[src/rtl/game_pkg.sv]
// Shared game definitions: FSM states, arrow direction codes, frame-tick position
// and the spawn LFSR polynomial.
package game_pkg;

  typedef enum logic [1:0] {
    StIdle = 2'd0,
    StRun  = 2'd1,
    StOver = 2'd2
  } game_state_e;

  localparam logic [1:0] DirTop    = 2'b00;
  localparam logic [1:0] DirBottom = 2'b01;
  localparam logic [1:0] DirLeft   = 2'b10;
  localparam logic [1:0] DirRight  = 2'b11;

  localparam logic [10:0] TickHcount = 11'd0;
  localparam logic [9:0]  TickVcount = 10'd0;

  // Right-shifting Galois form of x^16 + x^14 + x^13 + x^11 + 1
  localparam logic [15:0] LfsrTaps = 16'hB400;

  localparam int unsigned IntervalStep = 5;

  // Only vertical arrows may be inversed
  function automatic logic inversed_for(input logic [1:0] dir, input logic flag);
    logic res;
    res = 1'b0;
    unique case (dir)
      DirTop, DirBottom: res = flag;
      DirLeft, DirRight: res = 1'b0;
      default:           res = 1'b0;
    endcase
    return res;
  endfunction

endpackage

[src/rtl/lfsr16.sv]
// 16-bit Galois LFSR with synchronous seed load; load has priority over advance.
module lfsr16
  import game_pkg::*;
(
  input  logic        clk,
  input  logic        rst,
  input  logic        load,
  input  logic [15:0] seed,
  input  logic        advance,
  output logic [15:0] value
);

  logic [15:0] value_q, value_d;

  always_comb begin
    value_d = value_q;
    if (load) begin
      value_d = seed;
    end else if (advance) begin
      value_d = {1'b0, value_q[15:1]} ^ (value_q[0] ? LfsrTaps : 16'h0000);
    end
  end

  always_ff @(posedge clk) begin
    if (rst) begin
      value_q <= seed;
    end else begin
      value_q <= value_d;
    end
  end

  assign value = value_q;

endmodule

[src/rtl/arrow_spawner.sv]
// Arrow game controller: spawns arrows into free slots on a frame-based interval,
// tracks blocks (score) and player hits (lives), and runs the IDLE/RUN/OVER flow.
module arrow_spawner
  import game_pkg::*;
#(
  parameter int unsigned NUM_ARROWS    = 4,
  parameter int unsigned START_LIVES   = 3,
  parameter int unsigned INIT_INTERVAL = 60,
  parameter int unsigned MIN_INTERVAL  = 15,
  parameter logic [15:0] LFSR_SEED     = 16'hACE1
) (
  input  logic                      clk,
  input  logic                      rst,
  input  logic [10:0]               hcount_in,
  input  logic [9:0]                vcount_in,
  input  logic                      start_in,
  input  logic [NUM_ARROWS-1:0]     arrow_hit_in,
  input  logic [NUM_ARROWS-1:0]     player_hit_in,
  output logic [NUM_ARROWS-1:0]     arrow_valid_out,
  output logic [2*NUM_ARROWS-1:0]   direction_out,
  output logic [3*NUM_ARROWS-1:0]   speed_out,
  output logic [NUM_ARROWS-1:0]     inversed_out,
  output logic [15:0]               score_out,
  output logic [1:0]                lives_out,
  output logic                      game_over_out
);

  game_state_e state_q, state_d;
  logic [1:0]  lives_q, lives_d;
  logic [15:0] score_q, score_d;
  logic [15:0] interval_q, interval_d;
  logic [15:0] interval_next_q, interval_next_d;
  logic [15:0] frame_cnt_q, frame_cnt_d;
  logic [NUM_ARROWS-1:0]        valid_q, valid_d;
  logic [NUM_ARROWS-1:0][1:0]   dir_q, dir_d;
  logic [NUM_ARROWS-1:0][2:0]   speed_q, speed_d;
  logic [NUM_ARROWS-1:0]        inv_q, inv_d;
  logic [NUM_ARROWS-1:0]        hit_prev_q;

  logic                  frame_tick;
  logic                  running;
  logic                  start_run;
  logic [15:0]           lfsr_val;
  logic [NUM_ARROWS-1:0] hit_evt;
  logic [NUM_ARROWS-1:0] spawn_oh;
  logic [7:0]            n_block, n_player;
  logic [16:0]           score_sum;
  logic [15:0]           score_new;
  logic [1:0]            lives_new;
  logic [2:0]            spawn_speed;
  logic                  wrap;

  assign frame_tick = (hcount_in == TickHcount) && (vcount_in == TickVcount);
  assign running    = (state_q == StRun);
  assign start_run  = !running && start_in;

  lfsr16 u_lfsr (
    .clk     (clk),
    .rst     (rst),
    .load    (start_run),
    .seed    (LFSR_SEED),
    .advance (running && frame_tick),
    .value   (lfsr_val)
  );

  // Rising edge of is_hit only, so a stale high level after respawn is ignored
  assign hit_evt  = valid_q & arrow_hit_in & ~hit_prev_q;
  // Lowest-index free slot as a one-hot vector (zero when all slots busy)
  assign spawn_oh = ~valid_q & (valid_q + 1'b1);
  assign wrap     = (frame_cnt_q == (interval_q - 16'd1));
  assign spawn_speed = (|score_q[15:6]) ? 3'd7 : score_q[5:3];

  always_comb begin
    n_block  = '0;
    n_player = '0;
    for (int i = 0; i < int'(NUM_ARROWS); i++) begin
      if (hit_evt[i]) begin
        if (player_hit_in[i]) n_player = n_player + 8'd1;
        else                  n_block  = n_block + 8'd1;
      end
    end
    score_sum = {1'b0, score_q} + {9'd0, n_block};
    score_new = score_sum[16] ? 16'hFFFF : score_sum[15:0];
    lives_new = (n_player >= {6'd0, lives_q}) ? 2'd0 : (lives_q - n_player[1:0]);
  end

  always_comb begin
    state_d         = state_q;
    lives_d         = lives_q;
    score_d         = score_q;
    interval_d      = interval_q;
    interval_next_d = interval_next_q;
    frame_cnt_d     = frame_cnt_q;
    valid_d         = valid_q;
    dir_d           = dir_q;
    speed_d         = speed_q;
    inv_d           = inv_q;

    unique case (state_q)
      StIdle, StOver: begin
        valid_d = '0;
        if (start_in) begin
          state_d         = StRun;
          lives_d         = 2'(START_LIVES);
          score_d         = '0;
          interval_d      = 16'(INIT_INTERVAL);
          interval_next_d = 16'(INIT_INTERVAL);
          frame_cnt_d     = '0;
          dir_d           = '0;
          speed_d         = '0;
          inv_d           = '0;
        end
      end
      StRun: begin
        valid_d = valid_q & ~hit_evt;
        lives_d = lives_new;
        score_d = score_new;
        if (score_new[15:3] != score_q[15:3]) begin
          interval_next_d = (interval_next_q >= 16'(MIN_INTERVAL + IntervalStep)) ?
                            (interval_next_q - 16'(IntervalStep)) : 16'(MIN_INTERVAL);
        end
        if (frame_tick) begin
          if (wrap) begin
            frame_cnt_d = '0;
            interval_d  = interval_next_d;
            for (int i = 0; i < int'(NUM_ARROWS); i++) begin
              if (spawn_oh[i]) begin
                valid_d[i] = 1'b1;
                dir_d[i]   = lfsr_val[1:0];
                inv_d[i]   = inversed_for(lfsr_val[1:0], lfsr_val[2]);
                speed_d[i] = spawn_speed;
              end
            end
          end else begin
            frame_cnt_d = frame_cnt_q + 16'd1;
          end
        end
        if (lives_new == 2'd0) begin
          state_d = StOver;
          valid_d = '0;
        end
      end
      default: begin
        state_d = StIdle;
        valid_d = '0;
      end
    endcase
  end

  always_ff @(posedge clk) begin
    if (rst) begin
      state_q         <= StIdle;
      lives_q         <= 2'(START_LIVES);
      score_q         <= '0;
      interval_q      <= 16'(INIT_INTERVAL);
      interval_next_q <= 16'(INIT_INTERVAL);
      frame_cnt_q     <= '0;
      valid_q         <= '0;
      dir_q           <= '0;
      speed_q         <= '0;
      inv_q           <= '0;
      hit_prev_q      <= '0;
    end else begin
      state_q         <= state_d;
      lives_q         <= lives_d;
      score_q         <= score_d;
      interval_q      <= interval_d;
      interval_next_q <= interval_next_d;
      frame_cnt_q     <= frame_cnt_d;
      valid_q         <= valid_d;
      dir_q           <= dir_d;
      speed_q         <= speed_d;
      inv_q           <= inv_d;
      hit_prev_q      <= arrow_hit_in;
    end
  end

  assign arrow_valid_out = valid_q;
  assign direction_out   = dir_q;
  assign speed_out       = speed_q;
  assign inversed_out    = inv_q;
  assign score_out       = score_q;
  assign lives_out       = lives_q;
  assign game_over_out   = (state_q == StOver);

endmodule

[config.mk]
export PLATFORM = sky130hd
export DESIGN_NAME = arrow_spawner
export DESIGN_NICKNAME = d
export VERILOG_FILES = /design/src/rtl/game_pkg.sv /design/src/rtl/lfsr16.sv /design/src/rtl/arrow_spawner.sv
export SDC_FILE = /design/constraint.sdc
export NUM_CORES = 1
export LEC_CHECK = 0
export BUFFER_PORTS_ARGS = -buffer_cell sky130_fd_sc_hd__buf_2
export CAP_MARGIN = 20
export CELL_PAD_IN_SITES_DETAIL_PLACEMENT = 0
export CELL_PAD_IN_SITES_GLOBAL_PLACEMENT = 1
export CORE_MARGIN = 4
export CORE_UTILIZATION = 48
export DETAILED_ROUTE_END_ITERATION = 8
export PLACE_DENSITY = 0.85
export SYNTH_ARGS = -nofsm -noshare
export SYNTH_HDL_FRONTEND = slang
export SYNTH_HIERARCHICAL = 1
export SYNTH_SLANG_ARGS = --single-unit
[constraint.sdc]
create_clock -name clk -period 12.1 [get_ports clk]
set_input_delay 3.025 -clock clk [delete_from_list [all_inputs] [get_ports clk]]
set_output_delay 3.025 -clock clk [all_outputs]
set_load 0.02 [all_outputs]
==> results of run 1 <==
==> report_power, final <==
part / leakage, nW / switching (W) / internal [W] / total, W
clock: 0.289 / 0.000186 / 0.000343 / 0.000530
sequential: 0.969 / 0.00000797 / 0.000405 / 0.000413
combinational: 1.77 / 0.0000559 / 0.0000351 / 0.0000911
==> logic make-up (layout without fill, tap and decap cells) <==
logic type | Yosys count | in the layout
and+or+nand+nor | 303 | 303
AOI/OAI and AO/OA | 134 | 134
DFF | 116 | 116
buffers and inverters | 60 | 141
xor gates and xnor gates | 55 | 55
muxes | 50 | 50
adders and majority gates | 17 | 17
other | 2 | 16
==> cell type report <==
| type | count | share of cell area [%] |
|---|---|---|
| multi-input cells | 575 | 49.87 |
| flip-flops and latches | 116 | 32.38 |
| clock inverters | 13 | 2.383 |
| well taps | 176 | 2.872 |
| clock buffers | 19 | 5.646 |
| inverters | 26 | 1.273 |
| repair buffers | 83 | 5.581 |
==> worst max-delay path, delay by kind of cell <==
family,cells,cell delay (ns)
compound gates,4,0.96
simple gates,7,1.64
mux,3,0.86
buf+inv,3,0.38
fa+ha+maj,4,1.02
==> per-stage QoR <==
step / cells / total power (W) / utilization [%] / cell area (µm²) / setup WS, ns
3_3_place_gp: 975 / 0.0005084 / 53.19 / 7044 / 3.716
5_1_grt: 1008 / 0.001066 / 57.90 / 7667 / 4.263
6_report: 1008 / 0.001033 / 57.90 / 7667 / 4.494
3_5_place_dp: 975 / 0.0005112 / 53.19 / 7044 / 3.527
4_1_cts: 1007 / 0.001038 / 57.84 / 7660 / 3.947
2_1_floorplan: 751 / 0.0004876 / - / 6564 / 4.674
==> flip-flops by register name, summed over array words and instances, names as in the netlist <==
signal           count
direction_out        8
score_out           16
lives_out            2
interval_next_q     16
arrow_valid_out      4
frame_cnt_q         16
state_q              2
speed_out           12
hit_prev_q           4
interval_q          16
u_lfsr/value        16
inversed_out         4
==> cell usage after synthesis, types with 4 or more instances <==
cell type and count:
ha_1 16, o31ai_1 5, o21ai_0 30, dfxtp_1 100
clkbuf_1 25, and2_1 4, a211oi_1 5, nand4_1 15
or3_1 6, mux2_4 10, nor4_1 16, nor3b_1 8
nor2_1 86, a31oi_1 6, and3_1 4, a22oi_1 8
xnor2_1 34, inv_1 26, edfxtp_1 16, o211ai_1 6
nand2b_1 34, xor2_1 21, nor3_1 20, a21o_1 7
nand3_1 18, mux2_2 11, o2bb2ai_1 9, nand2_1 46
a21oi_1 29, mux2i_1 29, nor2b_1 20, nand3b_1 5
==> final timing paths <==
check	from	end	slack (ns)	cells past startpoint
max	arrow_hit_in[0]	interval_next_q[10]	4.49	21
min	direction_out[6]	direction_out[6]	0.47	2
max reg2reg	hit_prev_q[0]	interval_next_q[10]	6.90	20
min reg2reg	direction_out[6]	direction_out[6]	0.47	2
==> per-layer routing <==
layer | vias to the layer above | global-route usage [%] | part of all wire [%]
met5 | - | 0 | 0
met4 | 0 | 7.286 | 1.6
met3 | 19 | 5.274 | 4.0
met2 | 100 | 36.83 | 50
met1 | 2600 | 24.54 | 44
li1 | 2772 | - | -
==> flow_metrics.env, run 1 <==
export IMPL_initial_core_util_pct=49.17
export IMPL_io_buffer_count=78
export IMPL_slowest_stage="nor4_2"
export IMPL_numCtsBuffers=17
export IMPL_ys_seq_elements=116
export IMPL_final_layout_size_suffix_gt1_share_pct=18.27
export IMPL_die_w_um=124.5
export IMPL_gp_congestion=0.8860
export IMPL_die_h_um=124.5
export IMPL_fmax_mhz=131.5
export IMPL_cellLeakagePower_nw=3.033
export IMPL_clk_latency_ns=0.42
export IMPL_post_cts_resized=0
export IMPL_fin_skew_ns=0.009987
export IMPL_cts_tree="yes"
export IMPL_ys_warn_count=6
export IMPL_firstDrtPassIters=4
export IMPL_routed_wirelength_um=15840
export IMPL_holdWs_ns=0.4721
export IMPL_layout_common_cells="dfxtp_1 (100), nor2_1 (86), buf_2 (78)"
export IMPL_synthTopCellsByArea="dfxtp_1 (31%), edfxtp_1 (7.4%), nor2_1 (5.0%)"
export IMPL_post_cts_setup_buffer_count=0
export IMPL_synth_edff_count=16
export IMPL_arrival_ns=7.88
export IMPL_drv_cap=0
export IMPL_min_period_ns=7.606
export IMPL_status="finished clean"
export IMPL_tightest_slew_ns=1.046
export IMPL_grt_max_degree=84
export IMPL_hold_violations=0
export IMPL_grt_pass1_wl_um=27010
export IMPL_clk_path_buf_depth=2
export IMPL_io_pins=79
export IMPL_ys_seq_area_share_pct=38.12
export IMPL_worstPathCellList="buf_2 -> nor2b_1 -> nand2_1 -> nor2_1 -> ha_1 -> mux2_2 -> ha_1 -> mux2_2 -> ha_1 -> mux2_2 -> inv_1 -> fa_1 -> nor2b_1 -> o21a_1 -> o2111ai_1 -> o211ai_1 -> buf_4 -> nor4_2 -> nor3b_1 -> o211a_1 -> nor3_1"
export IMPL_synth_adder_area_share_pct=3.382
export IMPL_wl_per_cell_um=15.71
export IMPL_antenna_found_initial=0
export IMPL_required_ns=12.38
export IMPL_nNetsFinal=868
export IMPL_core_area_um2=13240
export IMPL_cts_max_level=4
export IMPL_critical_path_max_fanout=19
export IMPL_avgSynthCellArea_um2=8.835
export IMPL_multiInputGateArea_um2=3824
export IMPL_fillers=1224
export IMPL_syn_inst=737
export IMPL_rsz0062_at_grt="false"
export IMPL_synth_area_leader_cell="dfxtp_1"
export IMPL_async_flop_share_pct=0
export IMPL_gr_total_overflow=0
export IMPL_slowest_delay_ns=0.66
export IMPL_critPathLaunchType="input port"
export IMPL_hold_path_class="reg2reg"
export IMPL_synthFlopType="dfxtp_1"
export IMPL_synth_mux_area_share_pct=8.666
export IMPL_min_period_over_period_pct=62.86
export IMPL_clkSinkCount=116
export IMPL_synth_top_family_by_area="simple AND/OR/NAND/NOR gates"
export IMPL_finalSetupTns_ns=0
export IMPL_area_growth_pct=17.76
export IMPL_dieArea_um2=15490
export IMPL_synth_compound_area_share_pct=13.74
export IMPL_netlist_area_leader_share_pct=30.75
export IMPL_netlist_area_um2=6511
export IMPL_synth_xor_area_share_pct=7.398
export IMPL_row_count=42
export IMPL_post_route_drc_count=0
export IMPL_dp_hpwl_um=11240
export IMPL_setup_viol=0
export IMPL_slew_limit_headroom_pct=29.98
export IMPL_drt_iter0_drc=437
export IMPL_ir_worst_vdd_v=0.0001060
export IMPL_hold_buffers=0
export IMPL_grt_pass1_vias=5612
export IMPL_layout_commonest_cell="dfxtp_1"
export IMPL_end_kind="register"
export IMPL_drtAntennaViolNets=0
export IMPL_antennaDiodeCount=0
export IMPL_synth_simple_area_share_pct=24.58
export IMPL_drv_slew=0
export IMPL_yosysUniqueCellTypes=69
export IMPL_cts_root_buf="clkbuf_16"
export IMPL_power_per_cell_area_nw_per_um2=134.8
export IMPL_ff_latch_area_um2=2482
export IMPL_track_usage_pct=20.87
export IMPL_drt_vias_per_instance=5.447
export IMPL_clk_pin_slew_ns=0.06
export IMPL_vias=5491
export IMPL_crit_type="in2reg"
Power figures use the tool's default switching activity.
==> run 2: changes to the inputs <==
CORE_UTILIZATION = 40   (was 48)
PLACE_DENSITY = 0.76   (was 0.85)
clock period = 6.15 ns   (was 12.1 ns; I/O delays follow)
==> flow_metrics.env, run 2 (same netlist as run 1, synthesis figures left out) <==
export IMPL_required_ns=6.42
export IMPL_grt_max_degree=84
export IMPL_fillers=1521
export IMPL_clk_latency_ns=0.42
export IMPL_wl_per_cell_um=15.29
export IMPL_numCtsBuffers=17
export IMPL_drv_cap=0
export IMPL_fin_skew_ns=0.01114
export IMPL_clk_path_buf_depth=2
export IMPL_r2r_start="hit_prev_q[0]"
export IMPL_row_count=46
export IMPL_hold_end="direction_out[6]"
export IMPL_clkSinkCount=116
export IMPL_drt_vias_per_instance=5.232
export IMPL_worstHoldPathCells=2
export IMPL_post_cts_setup_buffer_count=0
export IMPL_antenna_found_initial=0
export IMPL_area_growth_pct=18.87
export IMPL_critPathLaunchType="input port"
export IMPL_critical_path_max_fanout=19
export IMPL_io_buffer_count=78
export IMPL_finalSetupTns_ns=0
export IMPL_dieArea_um2=18380
export IMPL_holdWs_ns=0.4703
export IMPL_layout_commonest_cell="dfxtp_1"
export IMPL_drt_iter0_drc=355
export IMPL_worstRegToRegCells=19
export IMPL_drv_slew=0
export IMPL_fin_cells=1052
export IMPL_min_period_over_period_pct=92.76
export IMPL_gr_total_overflow=0
export IMPL_status="finished clean"
export IMPL_min_period_ns=5.705
export IMPL_drtAntennaViolNets=0
export IMPL_arrival_ns=5.97
export IMPL_firstDrtPassIters=5
export IMPL_clk_pin_slew_ns=0.06
export IMPL_cts_max_level=4
export IMPL_die_w_um=135.6
export IMPL_track_usage_pct=18.27
export IMPL_hp_start="direction_out[6]"
export IMPL_initial_core_util_pct=40.84
export IMPL_hold_violations=0
export IMPL_power_per_cell_area_nw_per_um2=258.0
export IMPL_die_h_um=135.6
export IMPL_crit_type="in2reg"
export IMPL_dpl_cell_count=1019
export IMPL_end_kind="register"
export IMPL_cellLeakagePower_nw=3.058
export IMPL_timing_rr_end="interval_next_q[10]"
export IMPL_io_pins=79
export IMPL_finalCoreUtilization_pct=48.55
export IMPL_hold_path_class="reg2reg"
export IMPL_dp_hpwl_um=11550
export IMPL_slew_limit_headroom_pct=36.20
export IMPL_grt_pass1_wl_um=27170
export IMPL_cts_tree="yes"
export IMPL_fmax_mhz=175.3
export IMPL_gp_congestion=0.8289
export IMPL_tightest_slew_ns=0.9490
export IMPL_placed_area_um2=7137
export IMPL_grt_pass1_vias=5545
export IMPL_antennaDiodeCount=0
export IMPL_post_route_drc_count=0
export IMPL_hold_buffers=0
export IMPL_vias=5504
export IMPL_rsz0062_at_grt="false"
export IMPL_r2r_slack_ns=1.38
export IMPL_post_cts_resized=0
export IMPL_nNetsFinal=872
export IMPL_setup_viol=0
export IMPL_fin_area_um2=7740
export IMPL_routed_wirelength_um=16080
export IMPL_core_area_um2=15940
export IMPL_layout_common_cells="dfxtp_1 (100), nor2_1 (86), buf_2 (78)"
export IMPL_ir_worst_vdd_v=0.0001770
export IMPL_final_layout_size_suffix_gt1_share_pct=18.90
export IMPL_cts_root_buf="clkbuf_16"
==> run 2: cell count changes in the layout (fill, tap and decap cells not counted) <==
| cell | previous run | this run |
|---|---|---|
| buf_4 | 5 | 8 |
| inv_6 | 1 | 6 |
| buf_12 | 0 | 1 |
| bufinv_16 | 4 | 2 |
| clkbuf_1 | 2 | 0 |
| clkinv_4 | 1 | 3 |
| clkinv_2 | 3 | 1 |
| clkinvlp_4 | 4 | 2 |
| inv_8 | 0 | 1 |
==> run 2: worst max path at each step <==
| stage | from | endpoint | slack, ns |
|---|---|---|---|
| 3_3_place_gp | arrow_hit_in[0] | interval_next_q[10] | 0.12 |
| 2_1_floorplan | arrow_hit_in[0] | interval_q[2] | 0.21 |
| 6_report | arrow_hit_in[0] | interval_next_q[10] | 0.45 |
| 5_1_grt | arrow_hit_in[0] | interval_next_q[10] | 0.05 |
| 3_5_place_dp | arrow_hit_in[0] | interval_next_q[10] | 0.01 |
| 4_1_cts | arrow_hit_in[0] | interval_next_q[10] | 0.44 |
==> run 2: where the power goes <==
group          total [W]  internal, W  leakage, nW  switching [W]
registers       0.000811     0.000796        0.969      0.0000151
logic           0.000183    0.0000711         1.80       0.000112
clock network    0.00100     0.000607        0.288       0.000396
==> run 2: critical path, stage by stage <==
cell and delay [ns]:
buf_2 0.09, nor2b_1 0.20, nand2_1 0.07, nor2_1 0.14
ha_1 0.24, mux2_2 0.30, ha_1 0.29, mux2_2 0.28
ha_1 0.27, mux2_2 0.28, ha_1 0.28, a21o_1 0.19
a21o_1 0.23, a22oi_1 0.18, o211ai_1 0.16, buf_12 0.19
nor4_2 0.38, nor3b_1 0.43, o211a_1 0.20, nor3_1 0.04
==> run 2: metrics by stage <==
| stage | setup WS (ns) | power, W |
|---|---|---|
| floorplan | 0.2119 | 0.0009594 |
| global route | 0.05408 | 0.002083 |
| detailed placement | 0.01088 | 0.001011 |
| global placement | 0.1154 | 0.001006 |
| CTS | 0.4445 | 0.002020 |
| finish | 0.4454 | 0.001997 |
==> run 2: layer usage <==
layer / up-vias / global-route usage (%) / wire [µm]
met5: - / 0 / 0
li1: 2777 / - / -
met1: 2590 / 22.17 / 7051
met2: 112 / 31.42 / 8099
met4: 0 / 5.767 / 255
met3: 25 / 5.052 / 675
==> run 2: final cells by class <==
cell class                      count  area (µm²)  area share [%]
Sequential cell                   116        2482           32.07
Timing Repair Buffer               87       470.5           6.078
Clock inverter                     15       170.2           2.199
Multi-Input combinational cell    575        3824           49.40
Tap cell                          216       270.3           3.492
Inverter                           26       97.59           1.261
Clock buffer                       17       425.4           5.496
==> run 3: changes to the inputs <==
ABC_AREA = 1   (was unset)
CORE_UTILIZATION = 38   (was 40)
PLACE_DENSITY = 0.77   (was 0.76)
==> flow_metrics.env, run 3 <==
export IMPL_status="finished clean"
export IMPL_fin_area_um2=8338
export IMPL_row_count=49
export IMPL_clkSinkCount=116
export IMPL_vias=6702
export IMPL_finalSetupTns_ns=0
export IMPL_drt_vias_per_instance=4.835
export IMPL_post_cts_resized=0
export IMPL_routed_wirelength_um=18450
export IMPL_grt_max_degree=47
export IMPL_min_period_over_period_pct=85.87
export IMPL_core_area_um2=18090
export IMPL_crit_type="in2reg"
export IMPL_drv_cap=0
export IMPL_holdWs_ns=0.4690
export IMPL_clk_latency_ns=0.42
export IMPL_rsz0062_at_grt="false"
export IMPL_numCtsBuffers=17
export IMPL_avgSynthCellArea_um2=6.657
export IMPL_min_period_ns=5.281
export IMPL_end_kind="register"
export IMPL_synthTopCellsByArea="dfxtp_1 (28%), nand2_1 (15%), nor2_1 (8.1%)"
export IMPL_async_flop_share_pct=0
export IMPL_power_per_cell_area_nw_per_um2=263.4
export IMPL_ys_warn_count=6
export IMPL_drv_slew=0
export IMPL_post_route_drc_count=0
export IMPL_io_buffer_count=78
export IMPL_antennaDiodeCount=0
export IMPL_slew_limit_headroom_pct=48.96
export IMPL_required_ns=6.49
export IMPL_arrival_ns=5.62
export IMPL_ir_worst_vdd_v=0.0002142
export IMPL_grt_pass1_vias=6463
export IMPL_synthFlopType="dfxtp_1"
export IMPL_ys_seq_elements=116
export IMPL_clk_path_buf_depth=2
export IMPL_cellLeakagePower_nw=4.085
export IMPL_cts_max_level=4
export IMPL_drtAntennaViolNets=0
export IMPL_netlist_area_um2=7043
export IMPL_initial_core_util_pct=38.94
export IMPL_netlist_top_cells_count="nand2_1 (277), nor2_1 (152), inv_1 (147)"
export IMPL_worstHoldPathCells=2
export IMPL_fin_skew_ns=0.008778
export IMPL_wl_per_cell_um=13.31
export IMPL_die_h_um=144.1
export IMPL_hold_buffers=0
export IMPL_cts_tree="yes"
export IMPL_die_w_um=144.1
export IMPL_layout_common_cells="nand2_1 (277), nor2_1 (151), inv_1 (147)"
export IMPL_dieArea_um2=20780
export IMPL_syn_inst=1058
export IMPL_critPathLaunchType="input port"
export IMPL_dp_hpwl_um=13620
export IMPL_yosysUniqueCellTypes=49
export IMPL_post_cts_setup_buffer_count=0
export IMPL_synth_most_common_cell="nand2_1"
export IMPL_critical_path_max_fanout=27
export IMPL_final_layout_size_suffix_gt1_share_pct=13.57
export IMPL_fmax_mhz=189.3
export IMPL_fin_cells=1386
export IMPL_grt_pass1_wl_um=31260
export IMPL_gr_total_overflow=0
export IMPL_gp_congestion=0.8584
export IMPL_placed_area_um2=7672
export IMPL_dpl_cell_count=1354
export IMPL_area_growth_pct=18.39
export IMPL_netlist_area_leader_share_pct=28.42
export IMPL_hold_violations=0
export IMPL_synth_area_leader_cell="dfxtp_1"
export IMPL_antenna_found_initial=0
export IMPL_firstDrtPassIters=5
export IMPL_synth_edff_count=16
export IMPL_hold_path_class="reg2reg"
export IMPL_nNetsFinal=1193
export IMPL_cts_root_buf="clkbuf_16"
export IMPL_clk_pin_slew_ns=0.05
export IMPL_io_pins=79
export IMPL_worstRegToRegCells=23
export IMPL_tightest_slew_ns=0.7647
export IMPL_ys_seq_area_share_pct=35.25
export IMPL_drt_iter0_drc=433
export IMPL_track_usage_pct=18.68
export IMPL_layout_commonest_cell="nand2_1"
export IMPL_setup_viol=0
run 3: layout make-up:
| cell class | count | area, µm² |
|---|---|---|
| clock buffer | 23 | 530.5 |
| clock inverter | 9 | 135.1 |
| fill | 1896 | 9748 |
| inverter | 150 | 563.0 |
| multi-input combinational | 775 | 3905 |
| sequential | 116 | 2482 |
| tap | 229 | 286.5 |
| timing repair buffer | 84 | 435.4 |
run 3: kinds of logic after synthesis:
family / after synthesis / synth area share, %
AOI/OAI and AO/OA: 124 / 10.30
xor gates and xnor gates: 38 / 4.921
adders and majority gates: 17 / 3.127
buffers and inverters: 181 / 10.16
DFF: 116 / 35.25
other: 2 / 0.1066
and+or+nand+nor: 580 / 36.13
run 3: critical path, cell delays in order:
cell and delay, ns:
buf_2 0.10, nand3_1 0.10, nor2_1 0.15, ha_1 0.25, nand2_1 0.06, nand2_1 0.10, ha_1 0.28, o21ai_0 0.25
inv_1 0.10, ha_1 0.28, inv_1 0.03, o21ai_0 0.24, inv_1 0.10, fa_1 0.45, nor2_2 0.17, nor2_2 0.08
nor2_4 0.12, nand3_2 0.15, o21ai_0 0.18, nand4_2 0.13, buf_4 0.22, a21oi_1 0.20, nand3_1 0.14, a21oi_1 0.17
run 3: per-layer routing:
metal | track usage (%) | up-vias | wire length, µm
met5 | 0 | - | 0
met4 | 5.940 | 0 | 304
met3 | 3.935 | 25 | 755
met2 | 31.01 | 130 | 8410
met1 | 24.41 | 3012 | 8984
li1 | - | 3535 | -
run 3: worst paths after layout:
path	startpoint	endpoint	slack (ns)
worst max-delay path	arrow_hit_in[0]	interval_next_q[13]	0.87
worst min register to register	interval_next_q[15]	interval_next_q[15]	0.47
worst min-delay path	interval_next_q[15]	interval_next_q[15]	0.47
worst max register to register	arrow_valid_out[0]	interval_next_q[13]	1.67
run 3: power by group:
group | total (W) | switching [W] | internal, W
logic | 0.000263 | 0.000187 | 0.0000762
registers | 0.000839 | 0.0000264 | 0.000813
clock network | 0.00109 | 0.000364 | 0.000730
run 3: per-stage QoR:
stage          power (W)  setup WS (ns)  util (%)
6_report        0.002196         0.8687     46.10
5_1_grt         0.002291         0.4013     46.10
4_1_cts         0.002219         0.8559     46.10
3_5_place_dp    0.001121         0.4413     42.42
3_3_place_gp    0.001120         0.6403     42.42
2_1_floorplan   0.001040          1.036         -
